### src/rtl/bc_pkg.sv
// Shared encodings for the sequential base converter: op modes, FSM states,
// seven-segment constants and the hex glyph table.
package bc_pkg;

  typedef enum logic [2:0] {
    OP_UHEX = 3'b000,
    OP_UOCT = 3'b001,
    OP_SHEX = 3'b010,
    OP_SOCT = 3'b011,
    OP_UDEC = 3'b100,
    OP_SDEC = 3'b101
  } op_e;

  typedef enum logic [1:0] {
    ST_IDLE = 2'd0,
    ST_CONV = 2'd1,
    ST_DONE = 2'd2
  } state_e;

  localparam logic [7:0] SEG_BLANK = 8'hFF;
  localparam logic [7:0] SEG_MINUS = 8'hBF;
  localparam logic [7:0] SEG_E     = 8'h86;

  // Reserved codes 11x fall back to unsigned hex.
  function automatic op_e op_decode(input logic [2:0] op);
    case (op)
      3'b001:  return OP_UOCT;
      3'b010:  return OP_SHEX;
      3'b011:  return OP_SOCT;
      3'b100:  return OP_UDEC;
      3'b101:  return OP_SDEC;
      default: return OP_UHEX;
    endcase
  endfunction

  function automatic logic op_is_dec(input op_e o);
    return (o == OP_UDEC) || (o == OP_SDEC);
  endfunction

  function automatic logic op_is_signed(input op_e o);
    return (o == OP_SHEX) || (o == OP_SOCT) || (o == OP_SDEC);
  endfunction

  function automatic logic op_is_oct(input op_e o);
    return (o == OP_UOCT) || (o == OP_SOCT);
  endfunction

  // Active-low a..g in bits 0..6, DP (bit 7) always off.
  function automatic logic [7:0] seg_glyph(input logic [3:0] d);
    case (d)
      4'h0: return 8'hC0;
      4'h1: return 8'hF9;
      4'h2: return 8'hA4;
      4'h3: return 8'hB0;
      4'h4: return 8'h99;
      4'h5: return 8'h92;
      4'h6: return 8'h82;
      4'h7: return 8'hF8;
      4'h8: return 8'h80;
      4'h9: return 8'h90;
      4'hA: return 8'h88;
      4'hB: return 8'h83;
      4'hC: return 8'hC6;
      4'hD: return 8'hA1;
      4'hE: return 8'h86;
      default: return 8'h8E;
    endcase
  endfunction

endpackage

### src/rtl/bc_seq_conv_if.sv
// Request/result bundle between the input source (master) and the converter (slave).
interface bc_seq_conv_if
  import bc_pkg::*;
#(
  parameter int N      = 10,
  parameter int DIGITS = 4
);

  // Handshake: start is honoured only while the converter is idle (busy=0 and
  // done=0); B_in/op are captured on that edge. busy stays high for the whole
  // conversion, done pulses for one cycle when HEX/overflow take the new result,
  // and starts seen while busy or done are dropped, not queued.
  logic                start;
  logic [N-1:0]        B_in;
  logic [2:0]          op;
  logic [8*DIGITS-1:0] HEX;
  logic                busy;
  logic                done;
  logic                overflow;
  state_e              state_dbg;

  modport master (
    output start, B_in, op,
    input  HEX, busy, done, overflow, state_dbg
  );

  modport slave (
    input  start, B_in, op,
    output HEX, busy, done, overflow, state_dbg
  );

endinterface

### src/rtl/bc_seg7_enc.sv
// One digit of the display: 4-bit value to active-low seven-segment pattern.
module bc_seg7_enc
  import bc_pkg::*;
(
  input  logic [3:0] digit,
  output logic [7:0] seg
);

  assign seg = seg_glyph(digit);

endmodule

### src/rtl/bc_seq_conv.sv
// Sequential hex/octal/decimal converter driving DIGITS seven-segment displays.
// Optional macro BC_LEADING_ZERO_BLANK_EN blanks leading zero digits.
module bc_seq_conv
  import bc_pkg::*;
#(
  parameter int N      = 10,
  parameter int DIGITS = 4
) (
  input  logic          clk,
  input  logic          rst_n,
  bc_seq_conv_if.slave  bus
);

  localparam int BW = 4 * (DIGITS + 1);
  localparam int DW = 4 * DIGITS;
  localparam int CW = $clog2(N + DIGITS + 3);

  state_e              state_q, state_d;
  logic [CW-1:0]       cnt_q, cnt_d;
  logic [N-1:0]        braw_q, braw_d;
  logic [N-1:0]        mag_q, mag_d;
  op_e                 op_q, op_d;
  logic                neg_q, neg_d;
  logic                ovf_q, ovf_d;
  logic                ovf_out_q, ovf_out_d;
  logic [DW-1:0]       dig_q, dig_d;
  logic [BW-1:0]       bcd_q, bcd_d;
  logic [8*DIGITS-1:0] hex_q, hex_d;

  logic                is_dec, is_sgn, is_oct;
  int                  avail;
  logic [CW-1:0]       k_last;
  logic [N-1:0]        mag_load;
  logic                load_ovf;
  logic                dec_ovf;
  logic [BW-1:0]       bcd_adj;
  logic [3:0]          fin_dig [DIGITS];
  logic [7:0]          fin_seg [DIGITS];
  logic [8*DIGITS-1:0] disp;

  always_comb begin
    is_dec = op_is_dec(op_q);
    is_sgn = op_is_signed(op_q);
    is_oct = op_is_oct(op_q);
    avail  = is_sgn ? DIGITS - 1 : DIGITS;
    k_last = is_dec ? CW'(N + 1) : CW'(DIGITS + 1);
  end

  // Hex/oct overflow is known up front: any magnitude bit past the shown digits.
  always_comb begin
    mag_load = (is_sgn && braw_q[N-1]) ? N'(~braw_q + N'(1)) : braw_q;
    load_ovf = 1'b0;
    for (int i = 0; i < N; i++) begin
      if ((i >= avail * (is_oct ? 3 : 4)) && mag_load[i]) load_ovf = 1'b1;
    end
  end

  always_comb begin
    bcd_adj = bcd_q;
    for (int j = 0; j <= DIGITS; j++) begin
      if (bcd_q[4*j +: 4] >= 4'd5) bcd_adj[4*j +: 4] = bcd_q[4*j +: 4] + 4'd3;
    end
  end

  always_comb begin
    dec_ovf = 1'b0;
    for (int j = 0; j <= DIGITS; j++) begin
      if ((j >= avail) && (bcd_q[4*j +: 4] != 4'd0)) dec_ovf = 1'b1;
    end
    for (int k = 0; k < DIGITS; k++) begin
      fin_dig[k] = is_dec ? bcd_q[4*k +: 4] : dig_q[4*k +: 4];
    end
  end

  for (genvar g = 0; g < DIGITS; g++) begin : g_enc
    bc_seg7_enc u_enc (
      .digit (fin_dig[g]),
      .seg   (fin_seg[g])
    );
  end

  always_comb begin
`ifdef BC_LEADING_ZERO_BLANK_EN
    logic lead;
`endif
    for (int k = 0; k < DIGITS; k++) disp[8*k +: 8] = fin_seg[k];
    if (is_sgn) disp[8*(DIGITS-1) +: 8] = neg_q ? SEG_MINUS : SEG_BLANK;
`ifdef BC_LEADING_ZERO_BLANK_EN
    lead = 1'b1;
    for (int k = DIGITS - 1; k >= 1; k--) begin
      if (k < avail) begin
        lead = lead & (fin_dig[k] == 4'd0);
        if (lead) disp[8*k +: 8] = SEG_BLANK;
      end
    end
`endif
    if (ovf_q || (is_dec && dec_ovf)) disp = {DIGITS{SEG_E}};
  end

  // cnt 0 loads the magnitude, 1..K step one digit or one dabble shift,
  // K+1 renders the display so HEX only moves on entry to DONE.
  always_comb begin
    state_d   = state_q;
    cnt_d     = cnt_q;
    braw_d    = braw_q;
    mag_d     = mag_q;
    op_d      = op_q;
    neg_d     = neg_q;
    ovf_d     = ovf_q;
    ovf_out_d = ovf_out_q;
    dig_d     = dig_q;
    bcd_d     = bcd_q;
    hex_d     = hex_q;
    case (state_q)
      ST_IDLE: begin
        if (bus.start) begin
          braw_d  = bus.B_in;
          op_d    = op_decode(bus.op);
          cnt_d   = '0;
          state_d = ST_CONV;
        end
      end
      ST_CONV: begin
        cnt_d = cnt_q + CW'(1);
        if (cnt_q == '0) begin
          neg_d = is_sgn & braw_q[N-1];
          mag_d = mag_load;
          dig_d = '0;
          bcd_d = '0;
          ovf_d = is_dec ? 1'b0 : load_ovf;
        end else if (cnt_q != k_last) begin
          if (is_dec) begin
            ovf_d = ovf_q | bcd_adj[BW-1];
            bcd_d = {bcd_adj[BW-2:0], mag_q[N-1]};
            mag_d = {mag_q[N-2:0], 1'b0};
          end else if (is_oct) begin
            dig_d = {1'b0, mag_q[2:0], dig_q[DW-1:4]};
            mag_d = mag_q >> 3;
          end else begin
            dig_d = {mag_q[3:0], dig_q[DW-1:4]};
            mag_d = mag_q >> 4;
          end
        end else begin
          hex_d     = disp;
          ovf_out_d = ovf_q | (is_dec & dec_ovf);
          state_d   = ST_DONE;
        end
      end
      ST_DONE: state_d = ST_IDLE;
      default: state_d = ST_IDLE;
    endcase
  end

  always_ff @(posedge clk or negedge rst_n) begin
    if (!rst_n) begin
      state_q   <= ST_IDLE;
      cnt_q     <= '0;
      braw_q    <= '0;
      mag_q     <= '0;
      op_q      <= OP_UHEX;
      neg_q     <= 1'b0;
      ovf_q     <= 1'b0;
      ovf_out_q <= 1'b0;
      dig_q     <= '0;
      bcd_q     <= '0;
      hex_q     <= {DIGITS{SEG_BLANK}};
    end else begin
      state_q   <= state_d;
      cnt_q     <= cnt_d;
      braw_q    <= braw_d;
      mag_q     <= mag_d;
      op_q      <= op_d;
      neg_q     <= neg_d;
      ovf_q     <= ovf_d;
      ovf_out_q <= ovf_out_d;
      dig_q     <= dig_d;
      bcd_q     <= bcd_d;
      hex_q     <= hex_d;
    end
  end

  assign bus.HEX       = hex_q;
  assign bus.busy      = (state_q == ST_CONV);
  assign bus.done      = (state_q == ST_DONE);
  assign bus.overflow  = ovf_out_q;
  assign bus.state_dbg = state_q;

endmodule
### src/flat_wrapper.sv
// flat-port wrapper written by rule: the top's interface ports become plain ports
module bc_seq_conv_flat import bc_pkg::*;
#(
  parameter int N      = 10,
  parameter int DIGITS = 4
)
  (clk, rst_n, bus_start, bus_B_in, bus_op, bus_HEX, bus_busy, bus_done, bus_overflow, bus_state_dbg);
  bc_seq_conv_if #(.N(N), .DIGITS(DIGITS)) bus_i ();
  input  logic clk;
  input  logic rst_n;
  input wire logic [$bits(bus_i.start)-1:0] bus_start;
  input wire logic [$bits(bus_i.B_in)-1:0] bus_B_in;
  input wire logic [$bits(bus_i.op)-1:0] bus_op;
  output wire logic [$bits(bus_i.HEX)-1:0] bus_HEX;
  output wire logic [$bits(bus_i.busy)-1:0] bus_busy;
  output wire logic [$bits(bus_i.done)-1:0] bus_done;
  output wire logic [$bits(bus_i.overflow)-1:0] bus_overflow;
  output wire logic [$bits(bus_i.state_dbg)-1:0] bus_state_dbg;
  assign bus_i.start = bus_start;
  assign bus_i.B_in = bus_B_in;
  assign bus_i.op = bus_op;
  assign bus_HEX = bus_i.HEX;
  assign bus_busy = bus_i.busy;
  assign bus_done = bus_i.done;
  assign bus_overflow = bus_i.overflow;
  assign bus_state_dbg = bus_i.state_dbg;
  bc_seq_conv #(.N(N), .DIGITS(DIGITS)) u_core (.clk(clk), .rst_n(rst_n), .bus(bus_i));
endmodule
### config.mk
export PLATFORM = sky130hd
export DESIGN_NAME = bc_seq_conv_flat
export DESIGN_NICKNAME = d
export VERILOG_FILES = /design/src/rtl/bc_pkg.sv /design/src/rtl/bc_seq_conv_if.sv /design/src/rtl/bc_seg7_enc.sv /design/src/rtl/bc_seq_conv.sv /design/src/flat_wrapper.sv
export SDC_FILE = /design/constraint.sdc
export NUM_CORES = 1
export LEC_CHECK = 0
export CAP_MARGIN = 20
export CORE_UTILIZATION = 50
export DETAILED_ROUTE_END_ITERATION = 6
export PLACE_DENSITY = 0.73
export SKIP_CTS_REPAIR_TIMING = 1
export SLEW_MARGIN = 0
export SYNTH_ARGS = -nofsm -noshare
export SYNTH_HDL_FRONTEND = slang
export SYNTH_SLANG_ARGS = --single-unit
### constraint.sdc
create_clock -name clk -period 3.3 [get_ports clk]
set_input_delay 0.66 -clock clk [delete_from_list [all_inputs] [get_ports clk]]
set_output_delay 0.66 -clock clk [all_outputs]
set_load 0.05 [all_outputs]
[Yosys cells after proc, flatten, opt, wreduce, memory -nomap -nowiden]
Memories as Yosys holds them, arrays and structs flattened.
Cells that the tools add are included.
Cells by class
  add/sub/neg operators: 7
  multiply operators: 1
  divide/modulo/power cells: 0
  $lt $le $gt $ge: 20
  eq/ne operators: 17
  shifts and indexed selects: 0
  mux-type cells: 53
  bitwise operators: 7
  reduce and logical (&&, ||, !) cells: 40
Operator list (number)
  $ge 4x32->1 const A: 5
  $ge 3x32->1 const A: 4
  $ge 1x32->1 const A: 2
  $ge 2x32->1 const A: 2
  $ge 5x32->1 const A: 2
  $mux 16: 4
  $mux 20: 3
  $mux 10: 4
  $mux 4: 10
  $mul 32x32->32: 1
  $mux 32: 1
  $add 4x2->4 const B: 5
  $ge 4x3->1 const B: 5
  $reduce_bool 4->1: 5
  $mux 1: 19
  $logic_and 1x1->1: 17
  $pmux 3 s5: 1
  $mux 7: 2
  $eq 3x2->1 const B: 4
  $eq 3x3->1 const B: 4
  $reduce_and 3->1: 4
  $add 10x1->10 const B: 1
  $not 10->10: 1
  $pmux 5 s2: 1
  other kinds (19): 38
Word-level totals
  register bits: 101
  latch bits: 0
  memory bits (writable): 0
  bits in read-only memories: 448
  bits of input ports: 16
  output and inout port bits: 37
  word-level logic and storage cells: 160
  memories kept: 4
Memory list
  (no name shown): words 16, bits a word 7, rd ports 1, clocked after Yosys merged registers in 0, write ports 0, line bc_pkg.sv:50  | case (d)
  (no name shown): words 16, bits a word 7, rd ports 1, clocked after Yosys merged registers in 0, write ports 0, line bc_pkg.sv:50
  (no name shown): words 16, bits a word 7, rd ports 1, clocked after Yosys merged registers in 0, write ports 0, line bc_pkg.sv:50
  (no name shown): words 16, bits a word 7, rd ports 1, clocked after Yosys merged registers in 0, write ports 0, line bc_pkg.sv:50

[Depth between registers and ports, before layout]
Gate-level depths: netlist of the first run.
  depth in word-level cells: 19
  gate-level depth with buffers: 12
  depth with buffers taken out: 9

[Cells and area by module]
From an unflattened synthesis of the first run, not the netlist that was laid out.
Unflattened totals
  cells, all modules: 675
  area total of the unflattened synthesis: 6297.3 sq um
By module, submodules not included
  bc_seq_conv: times used 1, cells an instance 537, area each 5153.7 sq um, seq. area each 2567.5 sq um
  bc_seg7_enc (u_core.g_enc[0].u_enc ...): times used 2, cells an instance 34, area each 286.5 sq um, seq. area each 0.0 sq um
  bc_seg7_enc (u_core.g_enc[1].u_enc ...): times used 2, cells an instance 35, area each 285.3 sq um, seq. area each 0.0 sq um

[Worst setup path after synthesis of the first run]
OpenSTA, ideal clock, no wires.
  path type: reg-to-reg
  start: register u_core.op_q[1]
  end: register u_core.hex_q[27], in the netlist u_core.bus.HEX[27]
  setup time: 80 ps
  arrival: 2533 ps
  data required time: 3220 ps
  setup slack: 687 ps
  stages on the path, launching flop included: 13
  path buffers: 3
  period minus slack after synthesis: 2613 ps
  path through: dfrtp_1 > buf_6 > nand2b_4 > buf_2 > buf_2 > nand2_1 > a21boi_0 > inv_1 > ha_1 > inv_1 > nor2_1 > a2111o_1 > a32o_1
On the way
  longest elaborated chain between the ends: 14
  elaborated cells on any way between the ends: 33
  classes of those cells: 5 x order compare; 5 x eq/ne; 10 x mux; 1 x bitwise; 11 x reduce/logical; 1 x memory
RTL lines
  from (decl): line bc_seq_conv.sv:22  | op_e op_q, op_d;
  from (signal assigned): line bc_seq_conv.sv:172  | op_q <= op_d;
  $eq 3x2->1: line bc_pkg.sv:41  | return (o == OP_SHEX) || (o == OP_SOCT) || (o == OP_SDEC);
  $logic_or 1x1->1 (2 in series): line bc_pkg.sv:41
  $mux 3: line bc_seq_conv.sv:45  | avail = is_sgn ? DIGITS - 1 : DIGITS;
  $ge 1x32->1: line bc_seq_conv.sv:68  | if ((j >= avail) && (bcd_q[4*j +: 4] != 4'd0)) dec_ovf = 1'b1;
  $logic_and 1x1->1: line bc_seq_conv.sv:68
  $mux 1 (5 in series): line bc_seq_conv.sv:68
  $logic_and 1x1->1: line bc_seq_conv.sv:97  | if (ovf_q || (is_dec && dec_ovf)) disp = {DIGITS{SEG_E}};
  $logic_or 1x1->1: line bc_seq_conv.sv:97
  $mux 32: line bc_seq_conv.sv:97
  to (signal assigned): line bc_seq_conv.sv:166  | hex_q <= {DIGITS{SEG_BLANK}};
  to (decl): line bc_seq_conv.sv:28  | logic [8*DIGITS-1:0] hex_q, hex_d;
Parallel ways exist; a longest one is shown, timed or not.
A chain may end at the register's enable or synchronous reset.

[Final worst setup path of the first run]
  start: register u_core.op_q[1]
  end: register u_core.hex_q[3], in the netlist u_core.bus.HEX[3]
The elaborated chain is that of the path after synthesis.

==> flow_summary.ini, run 1 <==
[die]
die_x_microns = 115
io_pins = 53
rows = 40
start_util_pct = 52.3
coreArea_sq_mm = 0.0122
die_h_microns = 115
dieArea_sq_mm = 0.0132

[logic_synthesis]
ys_seq_elements = 97
ys_async_sr_fraction_pct = 100
synth-compound-area-share_pct = 21.6
ys_warn_count = 0
synth_largest_area_cell = dfrtp_1
synth_top_area_share_pct = 27.0
netlist_area_sq_mm = 0.00639
ys.flop_type = dfrtp_1
syn_avg_cell_area_sq_um = 9.54
synth_mux_area_share_pct = 6.64
ys_types = 77
synth_xor_area_share_pct = 2.33
synth_fa_ha_area_share_pct = 8.42
synth-edff-count = 0
synthCells = 670
synth_top_family_by_area = compound AO/OA/AOI/OAI gates
synthTopCellsByArea = dfrtp_1 27%, dfstp_2 12%, ha_1 8.4%
yosys.area_share.simple_pct = 16.4
ys_seq_area_share_pct = 38.5

[placement]
placed_area_sq_mm = 0.00699
post-place-ws_ns = 0.445
io_buffers = 48
place_hpwl_microns = 10800
dpl.cell_count = 860
place_congestion = 0.837

[grt]
first_global_vias = 4991
grtUsageTotal_pct = 24.6
grt_max_degree = 54
grt_pass1_wl_microns = 25400
grt_overflow = 0
antenna_found_initial = 0

[detailed_routing]
route.detailed.wl_per_inst_microns = 17.3
drt_iter0_markers = 335
vias_per_cell = 5.94
postRouteWirelength_microns = 15200
drt_first_pass_iters = 5
route.vias.total = 5205
drc = 0
ant_nets = 0

[power_and_ir_drop]
power_density_mw_per_mm2 = 997
p_leak_nw = 3.21
p_total_mw = 7.30
ir_drop_mv = 0.433

[final_layout]
drive_gt1_share_pct = 13.4
fin_cells = 876
antenna_cells = 0
final_util_pct = 59.9
syn_to_final_growth_pct = 14.5
fill_cells = 1052
final_nets = 762
design_area_sq_mm = 0.00732

[timing]
whs_ns = 0.302
setup_viol = 0
timing.final.crit_period_ns = 2.89
hold_viol = 0
setup-tns-final_ns = 0
worst_pin_slew_ns = 0.910
period_share_pct = 87.7
rsz0062_at_grt = no
finClkSkew_ns = 0.0115
slew_viol_final = 0
fmax_ghz = 0.346
worst_slack_ns = 0.407
maxSlewHeadroom_pct = 39.3

[worst_setup_path]
crit_required_ns = 3.58
reg2reg_depth = 7
endpoint_kind = flip-flop
cp_data_arrival_time_ns = 3.18
cp-start-kind = flip-flop
path_class = flip-flop to flip-flop
cp_max_fo = 19

[min_path]
hold_path.class = primary input to asynchronous set/reset pin

[clock_tree]
clock_sinks = 97
cts_buffers = 9
cts.clk_slew.worst_paths_ns = 0.07
cts_buffer_depth = 2
htreeDepth = 3
cts_root_buf = clkbuf_16
cts_tree = built
worstSkewPairLatency_ns = 0.36

[job]
cap_violations = 0

[outcome]
status = finished, final reports clean
-- state kept, by name (all words and copies together), names as in the netlist --
register / flops
u_core.bus.state_dbg: 2
u_core.bcd_q: 20
u_core.op_q: 3
u_core.cnt_q: 5
u_core.mag_q: 10
u_core.braw_q: 10
u_core.bus.HEX: 28
u_core.ovf_q: 1
u_core.bus.overflow: 1
u_core.dig_q: 16
u_core.neg_q: 1
-- cell families (layout without fill, tap and decap cells) --
group | count (synthesis) | in the layout
adder cells (fa/ha/maj) | 43 | 43
buffers and inverters | 79 | 114
AO/OA/AOI/OAI | 189 | 189
other | 1 | 4
flip-flops | 97 | 97
multiplexers | 38 | 38
XOR/XNOR | 17 | 17
AND/OR/NAND/NOR | 206 | 206
-- power breakdown --
group          switching (mW)  internal (mW)  total [mW]
registers               0.439           1.71        2.15
clock network           0.484          0.688        1.17
logic                    2.48           1.49        3.98
total                    3.41           3.89        7.30
-- final timing paths --
path | from | endpoint | slack, ns
max in group asynchronous | rst_n | u_core.bus.HEX[9]$_DFFE_PN1P_ | 2.24
max reg2reg | u_core.op_q[1]$_DFFE_PN0P_ | u_core.bus.HEX[3]$_DFFE_PN1P_ | 0.41
min | rst_n | u_core.cnt_q[4]$_DFFE_PN0P_ | 0.30
min reg2reg | u_core.bus.overflow$_DFFE_PN0P_ | u_core.bus.overflow$_DFFE_PN0P_ | 0.48
min in group clk | u_core.bus.overflow$_DFFE_PN0P_ | u_core.bus.overflow$_DFFE_PN0P_ | 0.48
max | u_core.op_q[1]$_DFFE_PN0P_ | u_core.bus.HEX[3]$_DFFE_PN1P_ | 0.41
-- layout by cell type (no fill, tap or decap), types with 3 or more instances in the layout --
master	count
a311oi_1	3
nor3_1	15
nor3b_1	3
a32o_1	8
a221oi_1	3
nand3b_1	6
inv_1	32
o32a_1	3
o31ai_1	12
or3_1	5
xnor2_1	12
clkbuf_16	9
o211ai_1	7
nor2b_1	11
mux2i_2	3
and3b_1	3
mux2_2	6
a211oi_1	11
dfrtp_1	69
xor2_1	5
nand2_1	89
a21oi_1	31
o41ai_2	3
nand2b_1	11
o21ai_0	37
conb_1	4
a22o_1	23
mux2i_1	27
clkdlybuf4s50_1	47
ha_1	43
o211a_1	7
dfstp_2	28
a31oi_1	7
nand3_1	8
o221ai_1	7
a21o_1	6
nor2_1	29
buf_4	16
-- critical path, cell delays in order, from the launching register on --
cell,delay [ns]
dfrtp_1,0.60
nand2b_4,0.38
mux2i_1,0.61
inv_1,0.22
ha_1,0.29
or2_2,0.31
a22o_1,0.21
a22o_1,0.20
-- synthesized netlist by cell type, drive strengths merged (12+ instances only) --
| master | n |
|---|---|
| nand2 | 90 |
| dfrtp | 69 |
| ha | 43 |
| o21ai | 40 |
| a21oi | 33 |
| inv | 33 |
| buf | 32 |
| mux2i | 31 |
| nor2 | 30 |
| dfstp | 28 |
| a22o | 23 |
| nor3 | 15 |
| clkbuf | 13 |
| nand2b | 12 |
| nor2b | 12 |
| o31ai | 12 |
| xnor2 | 12 |
-- cell type report --
class	instances	area [sq um]	area share [%]
repair buffers	64	611	8.34
inverters	34	140	1.92
clock inverters	6	87.6	1.20
multi-input cells	497	3570	48.8
well taps	168	210	2.87
clock buffers	10	239	3.27
flip-flops and latches	97	2460	33.7
-- per-layer routing --
metal | vias to the layer above | global-route usage (%) | wire (microns)
li1 | 2490 | - | -
met1 | 2523 | 34.7 | 7140
met2 | 174 | 38.6 | 6980
met3 | 18 | 3.53 | 862
met4 | 0 | 9.00 | 210
met5 | - | 0 | 0
Note: power is estimated with default switching activity, not from simulation.
==> run 2, diff against run 1 <==
--- a/config.mk
+++ b/config.mk
@@ -5,10 +5,12 @@
 export SDC_FILE = /design/constraint.sdc
 export NUM_CORES = 1
 export LEC_CHECK = 0
+export ABC_CLOCK_PERIOD_IN_PS = 3180
 export CAP_MARGIN = 20
 export CORE_UTILIZATION = 50
 export DETAILED_ROUTE_END_ITERATION = 6
 export PLACE_DENSITY = 0.73
+export RECOVER_POWER = 25
 export SKIP_CTS_REPAIR_TIMING = 1
 export SLEW_MARGIN = 0
 export SYNTH_ARGS = -nofsm -noshare
==> constraint.sdc (replaced) <==
create_clock -name clk -period 3.18 [get_ports clk]
set_input_delay 0.636 -clock clk [delete_from_list [all_inputs] [get_ports clk]]
set_output_delay 0.636 -clock clk [all_outputs]
set_load 0.05 [all_outputs]
==> flow_summary.ini, run 2 (synthesis gave the netlist of run 1 again) <==
[worst_setup_path]
cp_max_fo = 26
reg2reg_depth = 9
timing.rr.start = u_core.op_q[1]$_DFFE_PN0P_
cp-start-kind = flip-flop
path_class = flip-flop to flip-flop
rr_endpoint = u_core.bus.HEX[27]$_DFFE_PN1P_
endpoint_kind = flip-flop
ff2ff_setup_slack_ns = 0.35
crit_required_ns = 3.46
cp_data_arrival_time_ns = 3.11

[detailed_routing]
drt_first_pass_iters = 5
ant_nets = 0
route.vias.total = 5201
postRouteWirelength_microns = 15200
vias_per_cell = 5.90
route.detailed.wl_per_inst_microns = 17.3
drc = 0
drt_iter0_markers = 393

[power_and_ir_drop]
power_density_mw_per_mm2 = 1020
p_leak_nw = 3.21
ir_drop_mv = 0.490
p_total_mw = 7.44

[final_layout]
fill_cells = 1076
layout_common_cells = 89 x nand2_1, 69 x dfrtp_1, 47 x clkdlybuf4s50_1
fin_cells = 882
drive_gt1_share_pct = 13.9
syn_to_final_growth_pct = 14.2
final_nets = 768
multiInputGateArea_sq_mm = 0.00357
final_common_cell = nand2_1
design_area_sq_mm = 0.00730
antenna_cells = 0
seq_area_sq_mm = 0.00246
largest_register_ffs = 28

[grt]
first_global_vias = 4994
grtUsageTotal_pct = 24.8
grt_overflow = 0
grt_max_degree = 50
grt_pass1_wl_microns = 25600
antenna_found_initial = 0

[placement]
io_buffers = 48
placed_area_sq_mm = 0.00704
place_hpwl_microns = 11000
dpl.cell_count = 866
place_congestion = 0.835

[timing]
maxSlewHeadroom_pct = 4.99
slew_viol_final = 0
period_share_pct = 89.0
setup_viol = 0
hold_viol = 0
worst_pin_slew_ns = 1.43
whs_ns = 0.471
fmax_ghz = 0.353
setup-tns-final_ns = 0
finClkSkew_ns = 0.00877
timing.final.crit_period_ns = 2.83
rsz0062_at_grt = no

[die]
dieArea_sq_mm = 0.0132
start_util_pct = 52.3
die_x_microns = 115
coreArea_sq_mm = 0.0122
rows = 40
io_pins = 53
die_h_microns = 115

[outcome]
status = finished, final reports clean

[clock_tree]
cts_buffers = 9
clock_sinks = 97
cts_tree = built
htreeDepth = 3
cts_root_buf = clkbuf_16
worstSkewPairLatency_ns = 0.35
cts_buffer_depth = 2
cts.clk_slew.worst_paths_ns = 0.07

[min_path]
min_delay_path_depth = 2
whs_endpoint = u_core.bus.overflow$_DFFE_PN0P_
min_from = u_core.bus.overflow$_DFFE_PN0P_
hold_path.class = flip-flop to flip-flop

[job]
cap_violations = 0
run 2: cell types whose count changed in the layout (fill, tap and decap cells not counted), sizes merged:
cell,change
buf,+4
clkinv,+2
clkbuf,+4
bufinv,-2
inv,-2
run 2: final cells by class:
class | count | share of cell area, %
Clock buffer | 12 | 3.51
Clock inverter | 4 | 0.377
Inverter | 34 | 1.92
Multi-Input combinational cell | 497 | 48.9
Sequential cell | 97 | 33.7
Tap cell | 168 | 2.88
Timing Repair Buffer | 70 | 8.72
run 2: worst max path at each step:
stage | start | to | slack (ns) | depth (start not counted)
floorplan | u_core.op_q[1]$_DFFE_PN0P_ | u_core.bus.HEX[27]$_DFFE_PN1P_ | 0.57 | 12
global placement | u_core.op_q[1]$_DFFE_PN0P_ | u_core.bus.HEX[11]$_DFFE_PN1P_ | 0.50 | 8
detailed placement | u_core.op_q[1]$_DFFE_PN0P_ | u_core.bus.HEX[27]$_DFFE_PN1P_ | 0.38 | 9
CTS | u_core.op_q[1]$_DFFE_PN0P_ | u_core.bus.HEX[27]$_DFFE_PN1P_ | 0.36 | 9
global route | u_core.op_q[1]$_DFFE_PN0P_ | u_core.bus.HEX[11]$_DFFE_PN1P_ | 0.15 | 7
finish | u_core.op_q[1]$_DFFE_PN0P_ | u_core.bus.HEX[27]$_DFFE_PN1P_ | 0.35 | 9
run 2: power by group:
part           internal, mW  leakage, nW  switching (mW)
clock network         0.574        0.143           0.478
registers              1.77         1.21           0.446
logic                  1.58         1.85            2.60
total                  3.92         3.21            3.52
run 2: stage by stage:
step	setup slack [ns]	util (%)
after CTS	0.362	59.9
after floorplan	0.567	-
after global placement	0.501	57.6
after global routing	0.154	59.8
final	0.349	59.8
after detailed placement	0.379	57.6
run 2: worst max-delay path, cell delays in order (launching register included):
cell	delay (ns)
dfrtp_1	0.54
nand2b_4	0.37
nand2_1	0.13
a21boi_0	0.49
inv_1	0.16
ha_1	0.22
inv_1	0.12
nor2_1	0.06
a2111o_1	0.40
a32o_1	0.27
run 2: per-layer routing:
layer	up-vias	track usage [%]	wire length [microns]
met2	141	40.7	7180
met5	-	0	0
met1	2559	34.3	7130
met4	0	5.89	153
li1	2491	-	-
met3	10	3.95	765
